[src/rtl/beam_thresh_pkg.sv]
// rtl/beam_thresh_pkg.sv - shared types and helpers for the beam threshold loader
package beam_thresh_pkg;

    localparam int THRESH_BITS = 18;

    typedef enum logic [2:0] {
        ST_INIT   = 3'd0,
        ST_IDLE   = 3'd1,
        ST_LOAD   = 3'd2,
        ST_UPDATE = 3'd3,
        ST_DONE   = 3'd4
    } thresh_state_t;

    // The DSP compares against a negated threshold, so magnitudes are loaded as
    // their two's complement; a zero magnitude stays zero.
    function automatic logic [THRESH_BITS-1:0] to_dsp_thresh(input logic [THRESH_BITS-1:0] mag);
        return (~mag) + {{(THRESH_BITS-1){1'b0}}, 1'b1};
    endfunction

endpackage

[src/rtl/beam_thresh_shadow.sv]
// rtl/beam_thresh_shadow.sv - per-beam shadow threshold register file
module beam_thresh_shadow
    import beam_thresh_pkg::*;
#(
    parameter int                     NBEAM          = 48,
    parameter logic [THRESH_BITS-1:0] THRESH_DEFAULT = 18'd20000,
    parameter int                     AW             = $clog2(NBEAM)
) (
    input  logic                   clk,
    input  logic                   rst_n,
    input  logic                   wr_en,
    input  logic [AW-1:0]          wr_addr,
    input  logic [THRESH_BITS-1:0] wr_data,
    input  logic [AW-1:0]          rd_addr,
    output logic [THRESH_BITS-1:0] rd_data
);

    // Flop-based so every entry can be forced back to the default on reset.
    logic [THRESH_BITS-1:0] mem [NBEAM];

    // Shadow storage: reset to default, otherwise single write port.
    always_ff @(posedge clk or negedge rst_n) begin
        if (!rst_n) begin
            for (int i = 0; i < NBEAM; i++) begin
                mem[i] <= THRESH_DEFAULT;
            end
        end else if (wr_en) begin
            mem[wr_addr] <= wr_data;
        end
    end

    assign rd_data = mem[rd_addr];

endmodule

[src/rtl/beam_thresh_loader.sv]
// rtl/beam_thresh_loader.sv - serial threshold loader for a bank of dual_pueo_beam DSPs
module beam_thresh_loader
    import beam_thresh_pkg::*;
#(
    parameter int                     NBEAM          = 48,
    parameter logic [THRESH_BITS-1:0] THRESH_DEFAULT = 18'd20000
) (
    input  logic                      clk_i,
    input  logic                      rst_ni,
    input  logic                      wr_valid_i,
    output logic                      wr_ready_o,
    input  logic [$clog2(NBEAM)-1:0]  wr_addr_i,
    input  logic [THRESH_BITS-1:0]    wr_data_i,
    input  logic                      commit_i,
    output logic                      busy_o,
    output logic                      done_o,
    output logic [THRESH_BITS-1:0]    thresh_o,
    output logic [NBEAM-1:0]          thresh_ce_o,
    output logic                      update_o
);

    localparam int              AW       = $clog2(NBEAM);
    localparam logic [AW-1:0]   LAST_IDX = AW'(NBEAM - 1);
    localparam logic [AW-1:0]   IDX_ONE  = AW'(1);
    localparam logic [NBEAM-1:0] CE_FIRST = NBEAM'(1);

    thresh_state_t          state;
    logic [AW-1:0]          idx;
    logic [AW-1:0]          rd_idx;
    logic                   pending;
    logic                   wr_fire;
    logic                   wr_hit;
    logic                   start;
    logic [THRESH_BITS-1:0] rd_data;
    logic [THRESH_BITS-1:0] first_mag;

    assign wr_fire = wr_valid_i & wr_ready_o;
    // Out-of-range addresses complete the handshake but never touch storage.
    assign wr_hit  = wr_fire & (32'(wr_addr_i) < NBEAM);

    beam_thresh_shadow #(
        .NBEAM          (NBEAM),
        .THRESH_DEFAULT (THRESH_DEFAULT),
        .AW             (AW)
    ) u_shadow (
        .clk     (clk_i),
        .rst_n   (rst_ni),
        .wr_en   (wr_hit),
        .wr_addr (wr_addr_i),
        .wr_data (wr_data_i),
        .rd_addr (rd_idx),
        .rd_data (rd_data)
    );

    // Read one beam ahead of the strobe so the output register holds the current beam.
    always_comb begin
        rd_idx = '0;
        if (state == ST_LOAD && idx != LAST_IDX) begin
            rd_idx = idx + IDX_ONE;
        end
    end

    // Beam 0 is registered on the starting edge; a same-cycle write to it must be seen.
    always_comb begin
        first_mag = rd_data;
        if (wr_hit && wr_addr_i == '0) begin
            first_mag = wr_data_i;
        end
    end

    // A sequence begins after reset, on an idle commit, or on a queued commit at DONE.
    always_comb begin
        start = 1'b0;
        case (state)
            ST_INIT: start = 1'b1;
            ST_IDLE: start = commit_i;
            ST_DONE: start = pending | commit_i;
            default: start = 1'b0;
        endcase
    end

    // Sequencer: state, beam index, pending request and all registered outputs.
    always_ff @(posedge clk_i or negedge rst_ni) begin
        if (!rst_ni) begin
            state       <= ST_INIT;
            idx         <= '0;
            pending     <= 1'b0;
            thresh_o    <= '0;
            thresh_ce_o <= '0;
            update_o    <= 1'b0;
            done_o      <= 1'b0;
            busy_o      <= 1'b1;
            wr_ready_o  <= 1'b0;
        end else begin
            update_o <= 1'b0;
            done_o   <= 1'b0;

            if (state != ST_IDLE && commit_i) begin
                pending <= 1'b1;
            end

            if (start) begin
                state       <= ST_LOAD;
                idx         <= '0;
                thresh_ce_o <= CE_FIRST;
                thresh_o    <= to_dsp_thresh(first_mag);
                busy_o      <= 1'b1;
                wr_ready_o  <= 1'b0;
                if (state == ST_DONE) begin
                    pending <= 1'b0;
                end
            end else begin
                case (state)
                    ST_LOAD: begin
                        if (idx == LAST_IDX) begin
                            state       <= ST_UPDATE;
                            thresh_ce_o <= '0;
                            update_o    <= 1'b1;
                        end else begin
                            idx         <= idx + IDX_ONE;
                            thresh_ce_o <= thresh_ce_o << 1;
                            thresh_o    <= to_dsp_thresh(rd_data);
                        end
                    end
                    ST_UPDATE: begin
                        state  <= ST_DONE;
                        done_o <= 1'b1;
                        busy_o <= pending | commit_i;
                    end
                    ST_DONE: begin
                        state      <= ST_IDLE;
                        busy_o     <= 1'b0;
                        wr_ready_o <= 1'b1;
                    end
                    default: ;
                endcase
            end
        end
    end

endmodule

[config.mk]
export PLATFORM = sky130hd
export DESIGN_NAME = beam_thresh_loader
export DESIGN_NICKNAME = d
export VERILOG_FILES = /design/src/rtl/beam_thresh_pkg.sv /design/src/rtl/beam_thresh_shadow.sv /design/src/rtl/beam_thresh_loader.sv
export SDC_FILE = /design/constraint.sdc
export NUM_CORES = 2
export LEC_CHECK = 0
export CORE_MARGIN = 2
export CORE_UTILIZATION = 50
export CTS_BUF_LIST = sky130_fd_sc_hd__clkbuf_8
export DETAILED_ROUTE_END_ITERATION = 12
export PLACE_DENSITY = 0.73
export SYNTH_ARGS = -nofsm -noshare
export SYNTH_HDL_FRONTEND = slang
export SYNTH_SLANG_ARGS = --single-unit
[constraint.sdc]
create_clock -name clk_i -period 7.85 [get_ports clk_i]
set_input_delay 2.355 -clock clk_i [delete_from_list [all_inputs] [get_ports clk_i]]
set_output_delay 2.355 -clock clk_i [all_outputs]
set_load 0.01 [all_outputs]
; ---- Yosys cells after proc, flatten, opt, wreduce, memory -nomap -nowiden
; Index checks and enable logic that the tools add are counted.
[totals]
ff_bits = 944
out_inout_bits = 70
[classes]
n_addsub = 3
order_cmp = 4
n_eq_ne = 9
n_mux = 33
bitwise = 7
n_reduce_logical = 12
[ops]
columns = operator, count
row1 = $bwmux 864, 1
row2 = $mux 48, 3
row3 = $mux 18, 7
row4 = $bmux 18 s6, 1
row5 = $demux 18 s6, 1
row6 = $add 18x1->18 const B, 2
row7 = $not 18->18, 2
row8 = $mux 6, 4
row9 = $ge 7x7->1 const B, 2
row10 = $not 6->7, 2
row11 = $mux 1, 11
row12 = $pmux 3 s3, 1
row13 = $lt 7x1->1 const B, 1
row14 = $add 6x1->6 const B, 1
row15 = $eq 3x2->1 const B, 2
row16 = $eq 6x6->1 const B, 1
row17 = $logic_not 6->1, 1
row18 = $lt 6x6->1 const B, 1
row19 = $mux 3, 2
row20 = $ne 6x6->1 const B, 1
row21 = $logic_and 1x1->1, 4
row22 = $reduce_and 2->1, 2
row23 = $reduce_bool 2->1, 2
row24 = $reduce_bool 4->1, 1
row25 = other kinds (11), 12

; ---- Depth between registers and ports, before layout
[depth]
ltp_word = 12
ltp_mapped = 20
ltp_nobuf = 15

; ---- By module
; From an unflattened synthesis, not the netlist that was laid out.
[unflattened]
cells_unflattened = 2750
hier_area_um2 = 43325.3
[modules_own_cells]
columns = mod, instances, cells_each, area_per_inst_um2, seq_area_each_um2
row1 = beam_thresh_shadow, 1, 2392, 39479.1, 21921.0
row2 = beam_thresh_loader, 1, 358, 3846.2, 2003.2

; ---- Least setup slack after synthesis
; OpenSTA, ideal clock, no wires.
[synth_path]
path_kind = input to register
startpoint = in wr_addr_i[1]
endpoint = reg thresh_o[17]
setup_ps = 95
arrival_ps = 5169
required_time_ps = 7755
path_slack_ps = 2586
stages = 13
path_cell_list = clkbuf_1 nor3_1 nor4bb_1 and2_1 clkbuf_1 a21o_1 a211oi_1 a2111oi_4 nand3_2 nor4_4 nand3_2 o31a_1 o31ai_1
[synth_between]
elab_chain_len = 7
elab_cells_between_ends = 8
classes_between = add/sub (1) / order compare (1) / mux (2) / bitwise (2) / reduce/logical (2)
[synth_rtl]
columns = element, line
row1 = start: declaration, beam_thresh_loader.sv:12  ; input logic [$clog2(NBEAM)-1:0] wr_addr_i,
row2 = $lt 6x6->1, beam_thresh_loader.sv:39  ; assign wr_hit = wr_fire & (32'(wr_addr_i) < NBEAM);
row3 = $and 1x1->1, beam_thresh_loader.sv:39
row4 = $logic_and 1x1->1 (*), beam_thresh_loader.sv:66  ; if (wr_hit && wr_addr_i == '0) begin
row5 = $mux 18 (*), beam_thresh_loader.sv:66
row6 = $not 18->18 (*), beam_thresh_pkg.sv:17  ; return (~mag) + {{(THRESH_BITS-1){1'b0}}, 1'b1};
row7 = $add 18x1->18 (*), beam_thresh_pkg.sv:17
row8 = $mux 18 (*), beam_thresh_loader.sv:102  ; if (start) begin
row9 = end signal: assignment, beam_thresh_loader.sv:106  ; thresh_o <= to_dsp_thresh(first_mag);
row10 = end signal: assignment, beam_thresh_loader.sv:122  ; thresh_o <= to_dsp_thresh(rd_data);
row11 = end: declaration, beam_thresh_loader.sv:17  ; output logic [THRESH_BITS-1:0] thresh_o,
; Every way passes the cells marked *; elsewhere a longest branch is shown, timed or not.
; A chain may end at the register's enable or synchronous reset.

; ---- Worst setup path in the final report
[layout_path]
startpoint = reg idx[0]
endpoint = reg thresh_o[17]
[layout_between]
elab_chain_len = 12
elab_cells_between_ends = 19
classes_between = add/sub (3) / eq/ne (3) / mux (8) / bitwise (3) / reduce/logical (2)
[layout_rtl]
columns = element, line
row1 = start: declaration, beam_thresh_loader.sv:28  ; logic [AW-1:0] idx;
row2 = start signal: assignment, beam_thresh_loader.sv:120  ; idx <= idx + IDX_ONE;
row3 = branches (longest 12 deep; another with $add 18x1->18), n/a
; Parallel ways; which one is timed is not known. The select of a mux whose other input is x is not followed.

==> impl_metrics.tcl <==
set metrics [dict create \
    status "finished clean" \
    power_frac_seq_pct 51.6 \
    nets 3620 \
    cts_max_level 4 \
    overflow 0 \
    drv_cap 0 \
    setup_tns_ps 0 \
    critPathLaunchType "register" \
    area_growth_pct 11.85 \
    vias 31991 \
    syn_inst 3555 \
    cts-root-buf "clkbuf_8" \
    port_buffers 97 \
    cts_sinks 944 \
    hold_viol 0 \
    vias_per_cell 6.550 \
    period_needed_ps 6130 \
    slew_headroom_pct 6.835 \
    setup_viol 0 \
    post_dp_cell_area_sq_um 46650 \
    power.leakage_uw 0.02326 \
    avgSynthCellArea_sq_um 12.53 \
    ys_seq_area_share_pct 53.73 \
    fin_area_sq_um 49810 \
    critPathKind "register to register" \
    drt_first_pass_iters 6 \
    synth_seq_cells 944 \
    postCtsHoldBufs 0 \
    wl_met2_um 63050 \
    die_x_um 302.4 \
    path_max_fanout 50 \
    coreArea_sq_um 88370 \
    syn-num-nets 3585 \
    yosys_warnings 0 \
    cts_max_path_buffers 3 \
    synth_edf_count 0 \
    layout_commonest_cell "mux2_2" \
    worstSkewPairLatency_ps 870 \
    wirelength_um 142600 \
    tritoncts "yes" \
    detail_route.wl_per_cell_um 29.19 \
    start_util_pct 50.39 \
    antenna_left 0 \
    hpwl_um 85950 \
    first_global_vias 31670 \
    cp.required_ps 8590 \
    syn_area_sq_um 44530 \
    grtUsageTotal_pct 31.30 \
    grt_pass1_wl_um 211600 \
    post-cts-setup-buffers 0 \
    fp-row-count 109 \
    synth.distinct_cells 92 \
    hold_path_class "register to register" \
    die_y_um 302.4 \
    vdd_ir_drop_max_uv 158.4 \
    tightest_slew_ps 1391 \
    remaining_drc_errors 0 \
    grt_max_degree 156 \
    power_switching_share_pct 24.24 \
    ios 98 \
    powerDensity_nw_per_um2 189.7 \
    path_clk_slew_ps 70 \
    clockPowerShare_pct 45.8 \
    die_area_sq_um 91460 \
    power_switching_uw 2290 \
    place.gp.congestion 0.9984 \
    period_share_pct 78.09 \
    layout_common_cells "mux2_2, dfrtp_1, nand2_1" \
    internal_power_uw 7156 \
    first_iter_violations 3928 \
    total_power_uw 9447 \
    power_frac_comb_pct 2.5 \
    cp-end-kind "register" \
    async_flop_share_pct 100.0 \
    highest_layer "met5" \
    cts_made_buffers 155 \
    ctsResizeCount 0 \
    drive_gt1_share_pct 42.23 \
    routed-wl-met3_um 15090 \
    rsz0062_at_grt "no" \
    fin_hold_ws_ps 497.1 \
    worstPathArrival_ps 6870 \
    synthFlopType "dfrtp_1" \
    slew_viol_final 0 \
    fmax_mhz 163.1 \
    wl_met1_um 56320 \
    fin_skew_ps 51.16 \
    antenna_found_initial 7 \
]
-- metal layers --
metal	vias to the layer above	global-route usage, %
met2	1674	46.08
met4	8	17.32
met1	16667	41.57
met3	420	9.316
met5	-	0
li1	13222	-
-- power groups by stage --
stage          clock (uW)  sequential, uW  combinational, uW
4_1_cts              4380            4880                241
5_1_grt              4630            4870                262
3_5_place_dp            0            4960                240
3_3_place_gp            0            4960                240
6_report             4330            4880                240
2_1_floorplan           0            4960               60.5
-- kinds of logic (layout without fill, tap and decap cells) --
| family | Yosys count | after routing | share of synthesized area (%) |
|---|---|---|---|
| other | 0 | 1 | 0 |
| buffers and inverters | 351 | 514 | 3.459 |
| multiplexers | 998 | 998 | 25.35 |
| AND/OR/NAND/NOR | 589 | 589 | 6.342 |
| adder cells (fa/ha/maj) | 2 | 2 | 0.05619 |
| XOR/XNOR | 20 | 20 | 0.4102 |
| AO/OA/AOI/OAI | 651 | 651 | 10.66 |
| flip-flops | 944 | 944 | 53.73 |
-- per-stage QoR --
step                      cells  setup slack [ps]  util (%)
after floorplan            3555              2586         -
after global placement     4598              1541     52.78
after detailed placement   4598              1503     52.78
after CTS                  4883              1954     56.36
after global routing       4884              1703     56.36
final                      4884              1720     56.36
-- final cells by class --
cell class / instances / area, sq um
Fill cell: 7310 / 38570
Antenna cell: 1 / 2.502
Multi-Input combinational cell: 2260 / 19270
Clock buffer: 193 / 2656
Tap cell: 1165 / 1458
Timing Repair Buffer: 215 / 1934
Sequential cell: 944 / 23930
Clock inverter: 92 / 501.7
Inverter: 14 / 55.05
-- synthesized netlist by cell type, types with 46 or more instances --
library cell / instances / area share [%]
o21ai_0: 109 / 1.2
o211ai_1: 46 / 0.78
a22o_1: 49 / 0.96
dfstp_2: 241 / 14
clkbuf_1: 221 / 1.9
nor2_1: 76 / 0.64
dfrtp_1: 703 / 40
a21oi_1: 104 / 1.2
a221oi_1: 56 / 1.1
o221ai_1: 63 / 1.2
mux2i_1: 95 / 2.1
nand2_1: 247 / 2.1
buf_2: 79 / 0.89
nand3_1: 107 / 1.2
mux2_2: 888 / 22
-- registers in the layout, summed over array words and instances (netlist names) --
name          flops
busy_o            1
done_o            1
idx               6
pending           1
state             3
thresh_ce_o      48
thresh_o         18
u_shadow.mem    864
update_o          1
wr_ready_o        1
-- final timing paths --
kind	start	end	slack (ps)	depth (start not counted)
setup / recovery	idx[0]	thresh_o[17]	1720	13
hold reg to reg	u_shadow.mem[200]	u_shadow.mem[200]	500	1
max in group asynchronous	rst_ni	u_shadow.mem[90]	4740	2
hold / removal	u_shadow.mem[200]	u_shadow.mem[200]	500	1
min in group asynchronous	rst_ni	u_shadow.mem[592]	1610	1
setup reg to reg	idx[0]	thresh_o[17]	1720	13
-- critical path: stages, from the launching register on --
cell and delay [ps]:
dfrtp_4 810, ha_1 390, buf_4 280, and4bb_2 380
o21ai_4 90, buf_4 800, nand2_1 900, o221ai_1 590
o2bb2a_1 330, nand3_2 170, nor4_4 530, nand3_2 140
o31a_1 320, o31ai_1 230
Power figures use the tool's default switching activity.
